`config.mk`:
```
export PLATFORM = sky130hd
export DESIGN_NAME = fm_modulator_nco
export DESIGN_NICKNAME = d
export VERILOG_FILES = /design/src/rtl/fm_pkg.sv /design/src/rtl/sample_fifo.sv /design/src/rtl/fm_modulator_nco.sv
export SDC_FILE = /design/constraint.sdc
export NUM_CORES = 1
export LEC_CHECK = 0
export CELL_PAD_IN_SITES_DETAIL_PLACEMENT = 0
export CELL_PAD_IN_SITES_GLOBAL_PLACEMENT = 1
export CORE_MARGIN = 10
export CORE_UTILIZATION = 49
export DETAILED_ROUTE_END_ITERATION = 8
export GPL_ROUTABILITY_DRIVEN = 0
export PLACE_DENSITY = 0.84
export SLEW_MARGIN = 15
export SYNTH_ARGS = -nofsm -noshare
export SYNTH_HDL_FRONTEND = slang
export SYNTH_SLANG_ARGS = --single-unit
export TNS_END_PERCENT = 30
```
`constraint.sdc`:
```
create_clock -name clk -period 7.78 [get_ports clk]
set_input_delay 1.167 -clock clk [delete_from_list [all_inputs] [get_ports clk]]
set_output_delay 1.167 -clock clk [all_outputs]
set_load 0.005 [all_outputs]
```
`src/rtl/fm_pkg.sv`:
```
// Shared helpers for the FM modulator: constant functions and sample-format codes.
package fm_pkg;

  localparam int unsigned SIGNED        = 1;
  localparam int unsigned OFFSET_BINARY = 0;

  function automatic int unsigned clog2(input int unsigned value);
    int unsigned r;
    longint unsigned v;
    r = 0;
    v = 1;
    while (v < longint'(value)) begin
      v = v << 1;
      r++;
    end
    return r;
  endfunction

  function automatic int unsigned calc_divider(input int unsigned clock_rate,
                                               input int unsigned sample_rate);
    return clock_rate / sample_rate;
  endfunction

  // Rounded 2^phase_bits * freq / clock_rate.
  function automatic longint unsigned calc_carrier_delta(input int unsigned phase_bits,
                                                         input int unsigned freq,
                                                         input int unsigned clock_rate);
    longint unsigned num;
    longint unsigned den;
    num = (longint'(1) << phase_bits) * longint'(freq);
    den = longint'(clock_rate);
    return (num + den / 2) / den;
  endfunction

endpackage

```
`src/rtl/sample_fifo.sv`:
```
// Synchronous FIFO with registered level; push ignored when full, pop ignored when empty.
module sample_fifo
  import fm_pkg::*;
#(
  parameter int unsigned Width = 8,
  parameter int unsigned Depth = 4
) (
  input  logic                  clk_i,
  input  logic                  rst_i,
  input  logic                  push_i,
  input  logic                  pop_i,
  input  logic [Width-1:0]      data_i,
  output logic [Width-1:0]      data_o,
  output logic                  full_o,
  output logic                  empty_o,
  output logic [clog2(Depth):0] level_o
);

  localparam int unsigned AddrW = clog2(Depth);

  logic [Width-1:0] mem_q [Depth];
  logic [AddrW-1:0] wr_ptr_q, wr_ptr_d;
  logic [AddrW-1:0] rd_ptr_q, rd_ptr_d;
  logic [AddrW:0]   level_q, level_d;
  logic             do_push, do_pop;

  always_comb begin
    full_o   = (level_q == (AddrW + 1)'(Depth));
    empty_o  = (level_q == '0);
    do_push  = push_i && !full_o;
    do_pop   = pop_i && !empty_o;
    wr_ptr_d = do_push ? wr_ptr_q + AddrW'(1) : wr_ptr_q;
    rd_ptr_d = do_pop ? rd_ptr_q + AddrW'(1) : rd_ptr_q;
    level_d  = level_q + (AddrW + 1)'(do_push) - (AddrW + 1)'(do_pop);
    data_o   = mem_q[rd_ptr_q];
    level_o  = level_q;
  end

  always_ff @(posedge clk_i) begin
    if (rst_i) begin
      wr_ptr_q <= '0;
      rd_ptr_q <= '0;
      level_q  <= '0;
    end else begin
      wr_ptr_q <= wr_ptr_d;
      rd_ptr_q <= rd_ptr_d;
      level_q  <= level_d;
    end
  end

  always_ff @(posedge clk_i) begin
    if (do_push) begin
      mem_q[wr_ptr_q] <= data_i;
    end
  end

endmodule

```
`src/rtl/fm_modulator_nco.sv`:
```
// FM modulator: buffered samples paced at sampleRate offset the increment of a phase
// accumulator whose MSB is the RF square wave.
module fm_modulator_nco
  import fm_pkg::*;
#(
  parameter int unsigned clockRate      = 307_200_000,
  parameter int unsigned sampleRate     = 48_000,
  parameter int unsigned frequency      = 106_500_000,
  parameter int unsigned phaseBits      = 32,
  parameter int unsigned sampleBits     = 24,
  parameter int unsigned deviationShift = 8,
  parameter int unsigned fifoDepth      = 16,
  parameter int unsigned signedSamples  = 1
) (
  input  logic                      clk,
  input  logic                      reset,
  input  logic                      enable,
  input  logic                      inValid,
  input  logic [sampleBits-1:0]     inData,
  output logic                      inReady,
  output logic                      rf,
  output logic [phaseBits-1:0]      phase,
  output logic                      sampleTick,
  output logic                      underrun,
  output logic [clog2(fifoDepth):0] fifoLevel
);

  localparam int unsigned Divider = calc_divider(clockRate, sampleRate);
  localparam int unsigned CntW    = clog2(Divider);
  localparam logic [phaseBits-1:0] CarrierDelta =
      phaseBits'(calc_carrier_delta(phaseBits, frequency, clockRate));

  if (sampleBits + deviationShift > phaseBits) begin : g_err_width
    $error("sampleBits + deviationShift must not exceed phaseBits");
  end
  if (fifoDepth < 2 || (fifoDepth & (fifoDepth - 1)) != 0) begin : g_err_depth
    $error("fifoDepth must be a power of 2 and at least 2");
  end
  if (Divider < 2) begin : g_err_divider
    $error("clockRate / sampleRate must be at least 2");
  end

  logic [CntW-1:0]       cnt_q, cnt_d;
  logic [phaseBits-1:0]  phase_q, phase_d;
  logic [phaseBits-1:0]  delta_q, delta_d;
  logic                  underrun_q, underrun_d;

  logic                  fifo_push, fifo_pop, fifo_full, fifo_empty;
  logic [sampleBits-1:0] fifo_head;
  logic [sampleBits-1:0] samp_adj;
  logic [phaseBits-1:0]  samp_ext, offset;

  sample_fifo #(
    .Width (sampleBits),
    .Depth (fifoDepth)
  ) u_fifo (
    .clk_i   (clk),
    .rst_i   (reset),
    .push_i  (fifo_push),
    .pop_i   (fifo_pop),
    .data_i  (inData),
    .data_o  (fifo_head),
    .full_o  (fifo_full),
    .empty_o (fifo_empty),
    .level_o (fifoLevel)
  );

  // Offset-binary becomes two's complement by inverting the MSB.
  always_comb begin
    samp_adj = fifo_head;
    if (signedSamples == OFFSET_BINARY) begin
      samp_adj[sampleBits-1] = ~fifo_head[sampleBits-1];
    end
    samp_ext                   = {phaseBits{samp_adj[sampleBits-1]}};
    samp_ext[sampleBits-1:0]   = samp_adj;
    offset                     = samp_ext << deviationShift;
  end

  always_comb begin
    inReady    = !reset && !fifo_full;
    fifo_push  = inValid && inReady;
    sampleTick = enable && (cnt_q == CntW'(Divider - 1));
    fifo_pop   = sampleTick && !fifo_empty;

    cnt_d      = '0;
    phase_d    = phase_q;
    delta_d    = delta_q;
    underrun_d = underrun_q;

    if (enable) begin
      phase_d = phase_q + delta_q;
      if (!sampleTick) begin
        cnt_d = cnt_q + CntW'(1);
      end
    end

    if (sampleTick) begin
      if (fifo_empty) begin
        delta_d    = CarrierDelta;
        underrun_d = 1'b1;
      end else begin
        delta_d = CarrierDelta + offset;
      end
    end

    rf       = enable && phase_q[phaseBits-1];
    phase    = phase_q;
    underrun = underrun_q;
  end

  always_ff @(posedge clk) begin
    if (reset) begin
      cnt_q      <= '0;
      phase_q    <= '0;
      delta_q    <= CarrierDelta;
      underrun_q <= 1'b0;
    end else begin
      cnt_q      <= cnt_d;
      phase_q    <= phase_d;
      delta_q    <= delta_d;
      underrun_q <= underrun_d;
    end
  end

endmodule

```
==> results of run 1 <==
worst register-to-register path, delay by kind of cell, from the launching register on:
family          cells  cell delay (ps)
simple gates        4              770
compound gates      1               70
buf+inv             1              730
flops               1              590
mux                 2             1300
registers in the layout, indices dropped and copies added, names as in the netlist, named ones only:
signal / flops
delta_q: 24
phase: 24
u_fifo.level_o: 5
u_fifo.rd_ptr_q: 4
cnt_q: 13
underrun: 1
u_fifo.wr_ptr_q: 4
u_fifo.mem_q: 384
layout by cell type, fill, tap and decap left out, types with 9 or more instances in the layout:
cell type / count
o21ai_1: 10
dfxtp_1: 76
nor2_2: 13
a22oi_1: 19
clkdlybuf4s50_1: 59
nor2_1: 87
edfxtp_1: 384
xnor2_1: 25
clkbuf_16: 47
nor2b_1: 9
mux2i_1: 24
clkinv_2: 10
mux4_2: 100
inv_1: 23
nand2_1: 36
ha_1: 36
a21oi_1: 32
mux4_1: 11
xor2_1: 18
buf_4: 23
nand3_1: 18
final timing paths:
path | startpoint | endpoint | slack [ps] | depth (start not counted)
max | enable | sampleTick | 3530 | 5
min reg2reg | delta_q[29] | delta_q[29] | 450 | 2
min | delta_q[29] | delta_q[29] | 450 | 2
max reg2reg | flip-flop | delta_q[31] | 4190 | 8
cells by family (layout without fill, tap and decap cells):
| family | Yosys count | in the layout | synth area share (%) |
|---|---|---|---|
| DFF | 463 | 463 | 69.1 |
| other | 1 | 8 | 0.0198 |
| adders and majority gates | 38 | 38 | 2.59 |
| muxes | 135 | 135 | 14.7 |
| buffers and inverters | 80 | 192 | 2.25 |
| AOI/OAI and AO/OA | 116 | 116 | 4.04 |
| and+or+nand+nor | 214 | 214 | 5.34 |
| xor gates and xnor gates | 43 | 43 | 1.99 |
metrics by stage:
stage	area [sq um]	cells	setup WS, ps
floorplan	19000	1097	3720
CTS	21700	1727	3510
global route	21700	1727	3370
detailed placement	20100	1642	3520
finish	21700	1727	3530
global placement	20100	1642	3510
metal layers:
layer | vias up | wire length (um)
met2 | 379 | 19800
met3 | 60 | 2770
met1 | 5161 | 17000
met4 | 0 | 839
li1 | 4450 | -
met5 | - | 0
synthesized netlist by cell type, drive strengths merged, types with 6 or more instances:
cell    number  area (sq um)
a211oi       7          52.6
a21o         7          52.6
a21oi       32           160
a22oi       19           143
a31oi        7          50.1
and3         8          50.1
buf         34           254
clkbuf      22          82.6
dfxtp       79          1580
edfxtp     384         11500
ha          36           450
inv         24          90.1
mux2i       24           240
mux4       111          2540
nand2       36           135
nand2b       7          43.8
nand3       18          90.1
nor2       101           389
nor2b        9          56.3
nor3         6          30.0
nor3b        6          45.0
o21ai       17          88.8
xnor2       25           219
xor2        18           158
area by class of cell:
type,count,area [sq um],area share [%]
Inverter,24,90.1,0.416
Clock buffer,56,1220,5.63
Timing Repair Buffer,83,768,3.54
Sequential cell,463,13100,60.5
Clock inverter,29,320,1.48
Multi-Input combinational cell,554,5510,25.4
Tap cell,518,648,2.99
power groups by stage:
stage	registers [mW]	logic, mW	clock network, mW
floorplan	2.79	0.138	0
global placement	2.79	0.245	0
detailed placement	2.79	0.250	0
CTS	2.74	0.252	2.27
global route	2.74	0.275	2.37
finish	2.74	0.249	2.24
==> metrics.log, run 1 <==
[metrics] status: finished, final reports clean
[metrics] average size of a mapped cell: 17.4 sq um
[metrics] kind of start point of the critical path: primary input
[metrics] net switching power of the design: 1.08 mW
[metrics] buffer and inverter count on the worst path: 3
[metrics] slew at the pin closest to its max-slew limit: 1020 ps
[metrics] total via count in the routed design: 10.1k
[metrics] total power divided by cell area: 241 mW/mm^2
[metrics] global routing met2 resource utilization: 28.2%
[metrics] number of buffers added to fix hold violations after cts: 0
[metrics] share of flip-flops with an asynchronous set or reset after synthesis: 0%
[metrics] clock tree from TritonCTS: yes
[metrics] Root Buffer: clkbuf_16
[metrics] Longest Clk Path Bufs: 3
[metrics] count of maximum capacitance violations: 0
[metrics] floorplan die height: 217 um
[metrics] number of buffers added on ports: 60
[metrics] Synth Register Bits: 463
[metrics] met3 demand-to-capacity share in global routing: 2.79%
[metrics] number of flops mapped to enable cells by yosys: 384
[metrics] post-synthesis instance area: 0.0190 sq mm
[metrics] Total Negative Setup Slacks: 0 ps
[metrics] Worst path most repeated cell: clkdlybuf4s50_1
[metrics] power after layout: 5.22 mW
[metrics] number of antenna violations at the first check in global routing: 0
[metrics] combinational group share of total power: 4.8%
[metrics] IO Pins: 69
[metrics] Worst Hold Margin: 455 ps
[metrics] clock buffers created by TritonCTS: 46
[metrics] Hold Path Class: reg -> reg
[metrics] min cycle time layout: 4250 ps
[metrics] Num Clock Sinks: 463
[metrics] slowest stage cell on the critical path: clkdlybuf4s50_1
[metrics] DP HPWL: 24000 um
[metrics] initial standard-cell utilization of the core: 49.3%
[metrics] Initial DRT Pass Iterations: 5
[metrics] number of instances in the synthesized netlist: 1090
[metrics] largest voltage drop on the vdd net: 0.137 mV
[metrics] Die Footprint: 0.0470 sq mm
[metrics] sort of element at the end of the critical path: output port
[metrics] Filler cells: 2911
[metrics] global-route wire length before repair: 63100 um
[metrics] sequential fraction of the synthesis area: 69.1%
[metrics] die outline width: 217 um
[metrics] Max Fclk: 235 MHz
[metrics] share of total power in the clock network: 42.8%
[metrics] layer with the highest usage after global routing: met2
[metrics] Period Utilization, post-route: 54.6%
[metrics] pin count of the biggest net entering global routing: 68
[metrics] Placeable Area: 0.0385 sq mm
[metrics] unrepaired setup endpoints after global routing: false
[metrics] sequential group share of total power: 52.4%
[metrics] internal power of the cells: 4.14 mW
[metrics] normalized max-slew margin: 31.4%
[metrics] Global Route Usage Sum: 17.2%
[metrics] data arrival at the endpoint of the critical path: 3080 ps
[metrics] largest stage delay on the critical path: 530 ps
[metrics] Iter 0 DRT Violations: 1012
[metrics] worst setup path class: in -> out
[metrics] Via density: 5.82
[metrics] gr ovfl total: 0
[metrics] routed len/inst: 23.4 um
[metrics] final-report setup violation count: 0
[metrics] number of rows created at floorplan: 72
[metrics] Yosys Warn Count: 0
[metrics] switching share of total power: 20.7%
[metrics] P_leak: 7.09 nW
[metrics] share of cells above drive strength 1: 18.8%
[metrics] post-route antenna net violation count: 0
[metrics] number of remaining DRC errors: 0
[metrics] number of levels in the clock H-tree: 2
[metrics] Cell variety after synth: 63
[metrics] met1 Use GR: 23.6%
[metrics] detailed-route wire length: 40400 um
[metrics] highest net fanout along the worst path: 39
[metrics] Net count, final: 1238
[metrics] number of slew-limit violations in the final report: 0
[metrics] synthesis-to-layout area growth: 14.3%
[metrics] clock network latency to the later pin of the worst-skew pair: 560 ps
[metrics] number of global-route vias before repair: 10.4k
[metrics] Final Util: 56.4%
[metrics] # resized after CTS: 0
[metrics] worst clock skew: 19.1 ps
[metrics] Post-CTS Repair Setup Buffers: 0
[metrics] ordered list of cells on the worst path: clkdlybuf4s50_1 -> buf_4 -> and4b_1 -> and3_1 -> clkdlybuf4s50_1
[metrics] top cell family by delay on the critical path: buffers and inverters
[metrics] required time at the worst-slack endpoint: 6610 ps
[metrics] Worst-path clk slew: 50 ps
[metrics] number of inserted diodes: 0
[metrics] flip-flop cell with the highest count after synthesis: edfxtp_1
[metrics] hold violation total from the final report: 0
No activity file was read; power rests on OpenSTA's default activity.
==> inputs of run 2 (changes only) <==
==> constraint.sdc (replaced) <==
create_clock -name clk -period 4.36 [get_ports clk]
set_input_delay 0.654 -clock clk [delete_from_list [all_inputs] [get_ports clk]]
set_output_delay 0.654 -clock clk [all_outputs]
set_load 0.005 [all_outputs]
==> metrics.log, run 2 (synthesis results as in run 1) <==
[metrics] ordered list of cells on the worst path: ha_1 -> fa_1 -> a21o_1 -> a221oi_1 -> o21ai_1 -> a31oi_1 -> o21ai_1 -> a211oi_1 -> o211ai_1 -> o311a_1
[metrics] Period Utilization, post-route: 72.8%
[metrics] Global Route Usage Sum: 17.0% (-0.27 points)
[metrics] leading cell types in the layout, fill and taps excluded: edfxtp_1, mux4_2, nor2_1
[metrics] share of cells above drive strength 1: 19.2% (+0.38 points)
[metrics] highest net fanout along the worst path: 3 (-92%)
[metrics] number of levels in the clock H-tree: 2 (unchanged)
[metrics] buffer and inverter count on the worst path: 0 (-3)
[metrics] Worst-path clk slew: 70 ps (+20 ps)
[metrics] largest stage delay on the critical path: 500 ps (-30 ps)
[metrics] hold path cells: 2 (unchanged)
[metrics] number of inserted diodes: 0 (unchanged)
[metrics] Die Footprint: 0.0470 sq mm (unchanged)
[metrics] Post-CTS Repair Setup Buffers: 0 (unchanged)
[metrics] clock network latency to the later pin of the worst-skew pair: 550 ps (about the same)
[metrics] total via count in the routed design: 10.1k (+0.12%)
[metrics] data arrival at the endpoint of the critical path: 3600 ps (+520 ps)
[metrics] most flop-heavy register: u_fifo.mem_q
[metrics] normalized max-slew margin: 39.6% (+8.2 points)
[metrics] Initial DRT Pass Iterations: 5 (unchanged)
[metrics] slowest stage cell on the critical path: a221oi_1
[metrics] most common cell after layout, fill and taps aside: edfxtp_1
[metrics] power after layout: 9.00 mW (+72%)
[metrics] placed cell count: 1652 (+0.61%)
[metrics] RR Endpoint: phase[28]
[metrics] detailed-route wire length: 39900 um (-1.3%)
[metrics] Worst path most repeated cell: o21ai_1
[metrics] unrepaired setup endpoints after global routing: false
[metrics] endpoint of the worst hold path: delta_q[29]
[metrics] Max Fclk: 315 MHz
[metrics] sort of element at the end of the critical path: flip-flop
[metrics] total power divided by cell area: 417 mW/mm^2 (+73%)
[metrics] Place WS: 1060 ps (-2450 ps)
[metrics] global-route wire length before repair: 61900 um (-1.8%)
[metrics] number of remaining DRC errors: 0 (unchanged)
[metrics] count of maximum capacitance violations: 0 (unchanged)
[metrics] clock buffers created by TritonCTS: 45 (-2.2%)
[metrics] start point of the worst hold path: delta_q[29]
[metrics] Longest Clk Path Bufs: 3 (unchanged)
[metrics] number of antenna violations at the first check in global routing: 0 (unchanged)
[metrics] IO Pins: 69 (unchanged)
[metrics] Placeable Area: 0.0385 sq mm (unchanged)
[metrics] hold violation total from the final report: 0 (unchanged)
[metrics] Iter 0 DRT Violations: 1048 (+3.6%)
[metrics] number of rows created at floorplan: 72 (unchanged)
[metrics] r2r setup slk: 1180 ps (-3010 ps)
[metrics] Final Util: 56.1% (-0.21 points)
[metrics] number of global-route vias before repair: 9942 (-4.0%)
[metrics] routed len/inst: 23.1 um (-1.4%)
[metrics] Worst Setup Slack, final: 1180 ps (-2340 ps)
[metrics] status: finished, final reports clean
[metrics] top cell family by delay on the critical path: compound AO/OA/AOI/OAI gates
[metrics] min cycle time layout: 3180 ps
[metrics] worst clock skew: 17.3 ps (-1.88 ps)
[metrics] final non-filler cell total: 1729 (+0.12%)
[metrics] Hold Path Class: reg -> reg
[metrics] kind of start point of the critical path: flip-flop
[metrics] logic depth of the worst register-to-register path: 10 (+2)
[metrics] max FFs per register: 384 (unchanged)
[metrics] worst setup path class: reg -> reg
[metrics] DP HPWL: 24600 um (+2.1%)
[metrics] Via density: 5.82 (about the same)
[metrics] pin count of the biggest net entering global routing: 67 (-1.5%)
[metrics] P_leak: 7.08 nW (about the same)
[metrics] number of buffers added to fix hold violations after cts: 0 (unchanged)
[metrics] slew at the pin closest to its max-slew limit: 906 ps (-117 ps)
[metrics] beginning of the worst register-to-register path: phase[8]
[metrics] Total Negative Setup Slacks: 0 ps (unchanged)
[metrics] required time at the worst-slack endpoint: 4780 ps (-1830 ps)
[metrics] Num Clock Sinks: 463 (unchanged)
[metrics] clock tree from TritonCTS: yes
[metrics] # resized after CTS: 0 (unchanged)
[metrics] number of buffers added on ports: 60 (unchanged)
[metrics] Net count, final: 1247 (+0.73%)
[metrics] gr ovfl total: 0 (unchanged)
[metrics] die outline width: 217 um (unchanged)
[metrics] floorplan die height: 217 um (unchanged)
[metrics] Root Buffer: clkbuf_16
[metrics] initial standard-cell utilization of the core: 49.3% (unchanged)
[metrics] largest voltage drop on the vdd net: 0.230 mV (+68%)
[metrics] synthesis-to-layout area growth: 13.8%
[metrics] number of slew-limit violations in the final report: 0 (unchanged)
[metrics] final-report setup violation count: 0 (unchanged)
[metrics] post-route antenna net violation count: 0 (unchanged)
-- run 2: how the worst max path moves through the flow --
stage               depth (start not counted)                  to     start  slack (ps)
finish                                     10           phase[28]  phase[8]        1180
global route                               10           phase[28]  phase[8]         890
CTS                                         6          sampleTick  cnt_q[0]        1170
detailed placement                         14   u_fifo.level_o[4]    enable        1060
global placement                           14   u_fifo.level_o[4]    enable        1080
floorplan                                   5  u_fifo.mem_q[3][0]     reset         810
-- run 2: area by class of cell --
type	instances	area [sq um]
inverter	24	90.1
sequential	463	13100
clock buffer	55	1210
multi-input combinational	554	5510
fill	2906	16900
clock inverter	22	171
tap	518	648
timing repair buffer	93	843
-- run 2: worst reg2reg max path, stage by stage, from the launching register on --
cell and delay (ps):
dfxtp_1 320, ha_1 240, fa_1 410, a21o_1 200, a221oi_1 500, o21ai_1 190
a31oi_1 330, o21ai_1 210, a211oi_1 350, o211ai_1 150, o311a_1 140
-- run 2: report_power, final --
group          switching, mW  total, mW  internal [mW]
logic                  0.258      0.446          0.189
clock network           1.58       3.67           2.09
registers             0.0327       4.88           4.85
total                   1.87       9.00           7.13
-- run 2: per-layer routing --
metal	share of wire [%]	wire length [um]	vias to the layer above	global-route usage [%]
li1	-	-	4461	-
met4	1.6	636	0	3.71
met5	0	0	-	0
met2	48	19100	359	26.9
met3	6.5	2590	50	2.83
met1	44	17500	5192	24.4
-- run 2: stage by stage --
| step | instance area, sq um | hold WS, ps |
|---|---|---|
| after floorplan | 19000 | 429 |
| after CTS | 21600 | 469 |
| after detailed placement | 20200 | 460 |
| after global placement | 20200 | 442 |
| after global routing | 21600 | 495 |
| final | 21600 | 465 |
==> inputs of run 3 (changes only) <==
==> constraint.sdc (replaced) <==
create_clock -name clk -period 3 [get_ports clk]
set_input_delay 0.45 -clock clk [delete_from_list [all_inputs] [get_ports clk]]
set_output_delay 0.45 -clock clk [all_outputs]
set_load 0.005 [all_outputs]
==> metrics.log, run 3 (synthesis results as in run 1) <==
[metrics] required time at the worst-slack endpoint: 2550 ps (-2230 ps)
[metrics] clock network latency to the later pin of the worst-skew pair: 560 ps (about the same)
[metrics] met1 Use GR: 22.8% (-1.6 points)
[metrics] data arrival at the endpoint of the critical path: 2360 ps (-1240 ps)
[metrics] Initial DRT Pass Iterations: 4 (-1)
[metrics] sort of element at the end of the critical path: output port
[metrics] final non-filler cell total: 1754 (+1.4%)
[metrics] slew at the pin closest to its max-slew limit: 696 ps (-210 ps)
[metrics] kind of start point of the critical path: flip-flop
[metrics] logic depth of the worst register-to-register path: 16 (+6)
[metrics] post-route antenna net violation count: 0 (unchanged)
[metrics] instance area after placement: 0.0204 sq mm (+1.2%)
[metrics] beginning of the worst register-to-register path: cnt_q[0]
[metrics] die outline width: 217 um (unchanged)
[metrics] Placeable Area: 0.0385 sq mm (unchanged)
[metrics] global routing met2 resource utilization: 28.3% (+1.3 points)
[metrics] P_leak: 7.26 nW (+2.5%)
[metrics] number of buffers added on ports: 60 (unchanged)
[metrics] hold violation total from the final report: 0 (unchanged)
[metrics] floorplan die height: 217 um (unchanged)
[metrics] worst setup path class: reg -> out
[metrics] share of cells above drive strength 1: 21.0% (+1.8 points)
[metrics] number of levels in the clock H-tree: 2 (unchanged)
[metrics] unrepaired setup endpoints after global routing: false
[metrics] normalized max-slew margin: 53.6% (+14 points)
[metrics] Period Utilization, post-route: 93.8%
[metrics] slowest stage cell on the critical path: clkdlybuf4s50_1
[metrics] Root Buffer: clkbuf_16
[metrics] power after layout: 13.6 mW (+51%)
[metrics] Global Route Usage Sum: 17.2% (+0.23 points)
[metrics] met3 demand-to-capacity share in global routing: 3.54% (+0.71 points)
[metrics] worst clock skew: 19.7 ps (+2.44 ps)
[metrics] Net count, final: 1266 (+1.5%)
[metrics] highest net fanout along the worst path: 4 (+1)
[metrics] ordered list of cells on the worst path: ha_1 -> nand3_2 -> nor2_2 -> and3_1 -> and3_1 -> buf_4 -> clkdlybuf4s50_1
[metrics] largest stage delay on the critical path: 500 ps (about the same)
[metrics] Filler cells: 2829 (-2.6%)
[metrics] Hold Path Class: reg -> reg
[metrics] total via count in the routed design: 10.1k (+0.40%)
[metrics] Post-CTS Repair Setup Buffers: 0 (unchanged)
[metrics] Die Footprint: 0.0470 sq mm (unchanged)
[metrics] placed cell count: 1670 (+1.1%)
[metrics] number of buffers added to fix hold violations after cts: 0 (unchanged)
[metrics] Max Fclk: 355 MHz
[metrics] routed len/inst: 23.1 um (about the same)
[metrics] endpoint of the most critical setup path: sampleTick
[metrics] DP HPWL: 24600 um (+0.29%)
[metrics] max FFs per register: 384 (unchanged)
[metrics] layer with the highest usage after global routing: met2
[metrics] Worst Setup SP: cnt_q[0]
[metrics] Longest Clk Path Bufs: 3 (unchanged)
[metrics] initial standard-cell utilization of the core: 49.3% (unchanged)
[metrics] number of antenna violations at the first check in global routing: 3 (+3)
[metrics] min cycle time layout: 2810 ps
[metrics] synthesis-to-layout area growth: 16.1%
[metrics] count of maximum capacitance violations: 0 (unchanged)
[metrics] RR Endpoint: u_fifo.level_o[4]
[metrics] most common cell after layout, fill and taps aside: edfxtp_1
[metrics] IO Pins: 69 (unchanged)
[metrics] number of rows created at floorplan: 72 (unchanged)
[metrics] detailed-route wire length: 40500 um (+1.5%)
[metrics] clock tree from TritonCTS: yes
[metrics] area of combinational cells with multiple inputs: 0.00554 sq mm (+0.64%)
[metrics] global-route wire length before repair: 62200 um (+0.45%)
[metrics] number of remaining DRC errors: 0 (unchanged)
[metrics] Iter 0 DRT Violations: 914 (-13%)
[metrics] pin count of the biggest net entering global routing: 67 (unchanged)
[metrics] Worst-path clk slew: 60 ps (about the same)
[metrics] most flop-heavy register: u_fifo.mem_q
[metrics] post-route cell area: 0.0220 sq mm (+2.0%)
[metrics] number of slew-limit violations in the final report: 0 (unchanged)
[metrics] Worst path most repeated cell: and3_1
[metrics] status: finished, final reports clean
[metrics] final-report setup violation count: 0 (unchanged)
[metrics] Via density: 5.76 (-1.0%)
[metrics] total power divided by cell area: 618 mW/mm^2 (+48%)
[metrics] gr ovfl total: 0 (unchanged)
[metrics] number of global-route vias before repair: 10.3k (+3.9%)
[metrics] largest voltage drop on the vdd net: 0.433 mV (+88%)
[metrics] Num Clock Sinks: 463 (unchanged)
[metrics] r2r setup slk: 190 ps (-1000 ps)
[metrics] clock buffers created by TritonCTS: 46 (+2.2%)
[metrics] leading cell types in the layout, fill and taps excluded: edfxtp_1, mux4_2, nor2_1
[metrics] FF+latch area: 0.0131 sq mm (about the same)
## run 3: final cells by class
cell class	instances	share of cell area, %
flip-flops and latches	463	59.6
repair buffers	111	4.84
multi-input cells	554	25.2
inverters	24	0.409
diodes	2	0.0227
well taps	518	2.94
clock inverters	22	1.27
clock buffers	60	5.79
## run 3: per-layer routing
metal | vias to the layer above | part of all wire, % | wire, um
met5 | - | 0.049 | 20
met4 | 2 | 2.5 | 1010
met3 | 71 | 7.1 | 2870
met2 | 370 | 49 | 19900
met1 | 5153 | 41 | 16700
li1 | 4506 | - | -
## run 3: how the worst min path moves through the flow
stage                startpoint           to  slack (ps)  cells after the start
global placement       cnt_q[0]     cnt_q[0]         440                      1
detailed placement  delta_q[29]  delta_q[29]         450                      2
floorplan           delta_q[29]  delta_q[29]         430                      2
finish                 cnt_q[0]     cnt_q[0]         440                      1
global route           cnt_q[0]     cnt_q[0]         470                      1
CTS                 delta_q[29]  delta_q[29]         450                      2
## run 3: worst max-delay path: cells and delay by family (launching register included)
family / cells / cell delay [ps]
buf+inv: 2 / 640
simple gates: 4 / 620
flops: 1 / 350
fa+ha+maj: 1 / 210
## run 3: per-stage QoR
stage          util, %  setup WS (ps)  hold WS [ps]  TNS, ps
5_1_grt           57.3           11.7           467        0
3_3_place_gp      53.2          -3.62           443    -3.62
2_1_floorplan        -           -501           429   -24040
6_report          57.3            186           439        0
3_5_place_dp      53.2           7.81           446        0
4_1_cts           57.2           75.4           455        0
## run 3: repair_timing
action / 4_1_cts / 5_1_grt
endpoints found under the hold margin: 0 / 0
setup endpoints to repair: 0 / 5
resized for setup: 0 / 7
## run 3: where the power goes
group | internal [mW] | switching, mW | leakage (nW)
clock network | 3.52 | 2.36 | 0.755
logic | 0.276 | 0.365 | 2.40
registers | 7.05 | 0.0464 | 4.10
